$ cat config.mk
export PLATFORM = sky130hd
export DESIGN_NAME = mc_control_fsm
export DESIGN_NICKNAME = d
export VERILOG_FILES = /design/src/rtl/mc_control_fsm.sv
export SDC_FILE = /design/constraint.sdc
export NUM_CORES = 1
export LEC_CHECK = 0
export CORE_MARGIN = 2
export CORE_UTILIZATION = 36
export CTS_BUF_LIST = sky130_fd_sc_hd__clkbuf_8
export DETAILED_ROUTE_END_ITERATION = 10
export PLACE_DENSITY = 0.77
export SYNTH_ARGS = -nofsm -noshare
export SYNTH_HDL_FRONTEND = slang
export SYNTH_SLANG_ARGS = --single-unit
$ cat constraint.sdc
create_clock -name clk -period 1.5 [get_ports clk]
set_input_delay 0.45 -clock clk [delete_from_list [all_inputs] [get_ports clk]]
set_output_delay 0.45 -clock clk [all_outputs]
set_load 0.005 [all_outputs]
$ cat src/rtl/mc_control_fsm.sv
// mc_control_fsm: multicycle main control unit sequencing FETCH/DECODE/EXEC/MEM/WB/HALT
// Inputs : clk, rst_n (async active-low), instr[31:0] (type=[31:30], func=[29:25]),
//          mem_ready, alu_zero, alu_negative
// Outputs: alu_type/alu_func, alu_src_a/alu_src_b, mem_req/mem_we, ir_write, pc_write,
//          reg_write, flags_write, flag_z/flag_n, illegal (sticky), busy
// Optional: RETIRE_COUNT_EN adds retired_count[31:0], instructions completed since reset
module mc_control_fsm #(
  parameter int MEM_WAIT_MAX = 15,
  parameter int PC_STEP = 4
) (
  input  logic        clk,
  input  logic        rst_n,
  input  logic [31:0] instr,
  input  logic        mem_ready,
  input  logic        alu_zero,
  input  logic        alu_negative,
  output logic [1:0]  alu_type,
  output logic [4:0]  alu_func,
  output logic        alu_src_a,
  output logic [1:0]  alu_src_b,
  output logic        mem_req,
  output logic        mem_we,
  output logic        ir_write,
  output logic        pc_write,
  output logic        reg_write,
  output logic        flags_write,
  output logic        flag_z,
  output logic        flag_n,
  output logic        illegal,
  output logic        busy
`ifdef RETIRE_COUNT_EN
  ,
  output logic [31:0] retired_count
`endif
);
  typedef enum logic [2:0] {S_FETCH, S_DECODE, S_EXEC, S_MEM, S_WB, S_HALT} state_t;
  state_t r_state, w_next;
  logic [6:0] r_ir;
  logic [3:0] r_wait;
  logic r_fz, r_fn, r_ill;
  logic [1:0] w_type;
  logic [4:0] w_func;
  logic w_lw, w_sw, w_beq, w_cmp, w_upd, w_ls, w_legal, w_stall, w_tmo, w_unused;
  assign w_type = r_ir[6:5];
  assign w_func = r_ir[4:0];
  assign w_lw = r_ir == 7'b10_00010;
  assign w_sw = r_ir == 7'b10_00011;
  assign w_beq = r_ir == 7'b10_00100;
  assign w_cmp = r_ir == 7'b00_00011;
  assign w_ls = w_lw | w_sw;
  assign w_upd = w_cmp | w_beq | r_ir == 7'b00_00001 | r_ir == 7'b00_00010 | r_ir == 7'b10_00001;
  assign w_legal = (w_type == 2'b00 && w_func <= 5'd3) || (w_type == 2'b10 && w_func <= 5'd4) ||
                   (w_type == 2'b11 && w_func <= 5'd3);
  assign w_stall = mem_req & ~mem_ready;
  // the counter reaches MEM_WAIT_MAX on the edge that ends this stalled cycle
  assign w_tmo = w_stall && r_wait == 4'(MEM_WAIT_MAX - 1);
  assign w_unused = &{1'b0, instr[24:0], PC_STEP != 0};
  assign flag_z = r_fz;
  assign flag_n = r_fn;
  assign illegal = r_ill;
  always_ff @(posedge clk or negedge rst_n)
    if (!rst_n) begin
      r_state <= S_FETCH;
      r_ir <= '0;
      r_wait <= '0;
      r_fz <= 1'b0;
      r_fn <= 1'b0;
      r_ill <= 1'b0;
    end else begin
      r_state <= w_next;
      if (ir_write) r_ir <= instr[31:25];
      r_wait <= w_stall ? r_wait + 4'd1 : 4'd0;
      if (flags_write) {r_fz, r_fn} <= {alu_zero, alu_negative};
      if ((r_state == S_DECODE && !w_legal) || w_tmo) r_ill <= 1'b1;
    end
  always_comb begin
    w_next = r_state;
    case (r_state)
      S_FETCH:  w_next = mem_ready ? S_DECODE : w_tmo ? S_HALT : S_FETCH;
      S_DECODE: w_next = w_legal ? S_EXEC : S_HALT;
      S_EXEC:   w_next = w_ls ? S_MEM : (w_cmp | w_beq) ? S_FETCH : S_WB;
      S_MEM:    w_next = mem_ready ? (w_sw ? S_FETCH : S_WB) : w_tmo ? S_HALT : S_MEM;
      S_WB:     w_next = S_FETCH;
      default:  w_next = r_state;
    endcase
  end
  always_comb begin
    alu_type = 2'b00;
    alu_func = 5'd0;
    alu_src_a = 1'b0;
    alu_src_b = 2'd0;
    mem_req = 1'b0;
    mem_we = 1'b0;
    ir_write = 1'b0;
    pc_write = 1'b0;
    reg_write = 1'b0;
    flags_write = 1'b0;
    busy = r_state != S_HALT;
    case (r_state)
      S_FETCH: begin
        alu_func = 5'd1;
        alu_src_b = 2'd1;
        mem_req = 1'b1;
        ir_write = mem_ready;
        pc_write = mem_ready;
      end
      S_DECODE: begin
        alu_func = 5'd1;
        alu_src_b = 2'd3;
      end
      S_EXEC, S_MEM: begin
        alu_type = w_ls ? 2'b00 : w_type;
        alu_func = w_ls ? 5'd1 : w_func;
        alu_src_a = 1'b1;
        alu_src_b = w_type == 2'b10 ? 2'd2 : 2'd0;
        mem_req = r_state == S_MEM;
        mem_we = r_state == S_MEM && w_sw;
        flags_write = r_state == S_EXEC && w_upd;
        pc_write = r_state == S_EXEC && w_beq && alu_zero;
      end
      S_WB: reg_write = 1'b1;
      default: busy = 1'b0;
    endcase
    // outputs take their reset values while rst_n is low, independent of the clock
    if (!rst_n) begin
      {alu_type, alu_func, alu_src_a, alu_src_b} = '0;
      {mem_req, mem_we, ir_write, pc_write, reg_write, flags_write} = '0;
      busy = 1'b1;
    end
  end
`ifdef RETIRE_COUNT_EN
  logic [31:0] r_retired;
  assign retired_count = r_retired;
  always_ff @(posedge clk or negedge rst_n)
    if (!rst_n) r_retired <= '0;
    else if (w_next == S_FETCH && (r_state == S_EXEC || r_state == S_MEM || r_state == S_WB))
      r_retired <= r_retired + 32'd1;
`endif
endmodule
==> flow_metrics.env <==
export IMPL_antenna_found_initial=0
export IMPL_hpwlAfterDp_mm=2.45
export IMPL_synth_flop_cell="dfrtp_1"
export IMPL_first_pass_iters=7
export IMPL_postPlaceCellArea_mm2=0.00173
export IMPL_seq_area_um2=430
export IMPL_htreeDepth=1
export IMPL_cts_buffers=3
export IMPL_ant_nets=0
export IMPL_startpoint_type="flip-flop"
export IMPL_drive_gt1_frac=0.689
export IMPL_critical_path_class="flip-flop to output pin"
export IMPL_setup_violations=29
export IMPL_nets=259
export IMPL_whs_ps=138
export IMPL_synth_net_count=156
export IMPL_fillerInstances=146
export IMPL_die_w_um=58.8
export IMPL_p_seq_frac=0.183
export IMPL_cts_sinks=17
export IMPL_hold_violations=0
export IMPL_ys_types=40
export IMPL_synth_edf_count=0
export IMPL_grt_overflow=0
export IMPL_design_area_mm2=0.00234
export IMPL_drc=1
export IMPL_status="finished, violations left"
export IMPL_cts_root_buf="clkbuf_8"
export IMPL_cts_tree="yes"
export IMPL_ys_top_cells_by_area="dfrtp_1 (39%), mux2_2 (7.3%), and3_1 (4.6%)"
export IMPL_p_sw_uw=1730
export IMPL_rsz0062_at_grt="yes"
export IMPL_ys_ff_latch=17
export IMPL_power_share_clock=0.088
export IMPL_worstHoldPathType="input pin to async pin"
export IMPL_synth_warnings=0
export IMPL_synth_top_cell_area_share=0.394
export IMPL_hold_buffers=0
export IMPL_fmax_mhz=487
export IMPL_clock_latency_ps=260
export IMPL_intPower_uw=2560
export IMPL_drv_slew=0
export IMPL_synth_top_area_cell="dfrtp_1"
export IMPL_rows=19
export IMPL_synthArstFlopShare=1.00
export IMPL_tightest_slew_ps=368
export IMPL_dieArea_mm2=0.00345
export IMPL_crit_arrival_ps=1600
export IMPL_failed_checks="DRC, setup timing"
export IMPL_cp_end_kind="output pin"
export IMPL_insertedDiodeCount=0
export IMPL_gp_congestion=0.803
export IMPL_crit_required_ps=1050
export IMPL_max_cap_violations=0
export IMPL_p_sw_frac=0.404
export IMPL_ys_seq_area_frac=0.394
export IMPL_powerDensity_mw_per_mm2=1830
export IMPL_leakage_uw=0.00113
export IMPL_ioPinCount=57
export IMPL_fin_util=0.835
export IMPL_portBuffers=31
export IMPL_die_h_um=58.8
export IMPL_multiInputGateArea_um2=863
export IMPL_synth_cells=117
export IMPL_initial_core_util=0.385
export IMPL_wl_mm=5.11
export IMPL_max_slew_margin=0.752
export IMPL_vias=1422
export IMPL_core_mm2=0.00281
export IMPL_syn_area_per_cell_um2=9.23
export IMPL_grt_pass1_vias=1589
export IMPL_combPwrFrac=0.729
export IMPL_clk_pin_slew_ps=90
export IMPL_drt_wirelength_per_cell_um=20.4
export IMPL_period_share=1.37
export IMPL_setup_slack_ps=-552
export IMPL_final_common_cell="buf_4"
export IMPL_via_per_inst=5.69
export IMPL_peakVddDrop_uv=1340
export IMPL_skew_ps=12.5
export IMPL_crit_path_max_fanout=2
export IMPL_p_total_uw=4290
export IMPL_max_clock_path_buffers=2
export IMPL_grtUsageTotal=0.309
export IMPL_finalCriticalPeriod_ps=2050
export IMPL_layout_common_cells="buf_4 (46), buf_6 (32), dfrtp_1 (13)"
export IMPL_grt_max_degree=22
export IMPL_drtIter0Drc=44
export IMPL_syn_cell_area_mm2=0.00108
export IMPL_areaGrowthSynthToFinish_pct=117
export IMPL_grt_first_pass_wirelength_mm=7.97
-- timing repair --
item | 4_1_cts | 5_1_grt
pin swaps | 30 | 12
gates cloned | 1 | 0
setup endpoints to repair | 37 | 33
setup buffers | 33 | 6
resized for setup | 148 | 27
-- state kept, by name, indices dropped and copies added (netlist names) --
| name | flops |
|---|---|
| illegal | 1 |
| flag_n | 1 |
| r_ir | 7 |
| r_wait | 4 |
| flag_z | 1 |
| r_state | 3 |
-- worst max-delay path, stage by stage (launching register included) --
cell      delay (ps)
dfrtp_1          390
and2b_2          260
nand2_4           70
clkinv_4          70
buf_12           100
nand2_4           50
nor4b_4          240
buf_2            160
-- synthesized netlist by cell type (2+ instances only) --
cell type / number
o21ai_0: 5
clkbuf_1: 2
xor2_1: 2
dfrtp_1: 17
nand2_1: 6
and3_1: 8
nand4_1: 2
inv_1: 5
buf_2: 4
nor4_1: 2
mux2_1: 2
a211o_1: 2
mux2_2: 7
nor2_1: 13
nand2b_1: 4
a21oi_1: 3
nor3_1: 4
nand3_1: 6
ha_1: 2
-- final timing paths --
path	cells past startpoint	end	slack [ps]	start
worst max-delay path	7	flags_write	-550	r_state[2]
worst min-delay path	2	r_state[1]	140	rst_n
worst max register to register	7	r_state[2]	-280	r_ir[1]
worst min register to register	1	flag_n	510	flag_n
max in group asynchronous	2	r_ir[2]	1150	rst_n
min in group clk	1	flag_n	510	flag_n
-- cell type report --
class                   count  area share
multi-input cells          87       0.369
flip-flops and latches     17       0.184
clock inverters             1     0.00214
well taps                  31      0.0166
inverters                   6      0.0118
repair buffers            105       0.400
clock buffers               3      0.0176
-- power groups by stage --
stage | sequential [uW] | clock (uW) | combinational [uW]
detailed placement | 781 | 0 | 1740
global route | 795 | 397 | 3260
CTS | 767 | 353 | 2690
floorplan | 715 | 0 | 852
finish | 787 | 376 | 3130
global placement | 767 | 0 | 1700
-- metal layers --
layer  wire [um]  GRT usage  up-vias
li1            -          -      622
met1        1980      0.372      683
met2        2550      0.517       79
met3         277     0.0791       38
met4         303      0.136        0
met5           0          0        -
-- cell families (layout without fill, tap and decap cells) --
group | after synthesis | after routing | synth area share
XOR/XNOR | 3 | 3 | 0.0243
buffers and inverters | 13 | 115 | 0.0521
flip-flops | 17 | 17 | 0.394
AO/OA/AOI/OAI | 21 | 21 | 0.131
AND/OR/NAND/NOR | 51 | 51 | 0.272
adder cells (fa/ha/maj) | 2 | 2 | 0.0232
multiplexers | 10 | 10 | 0.103
-- metrics by stage --
step           setup WS (ps)  std cells  setup TNS (ps)
4_1_cts                 -456        248           -7350
3_3_place_gp            -995        212          -22690
3_5_place_dp           -1020        212          -23890
5_1_grt                 -625        250          -10290
6_report                -552        250           -8880
2_1_floorplan          -72.6        117            -232
(Power assumes the default switching activity.)
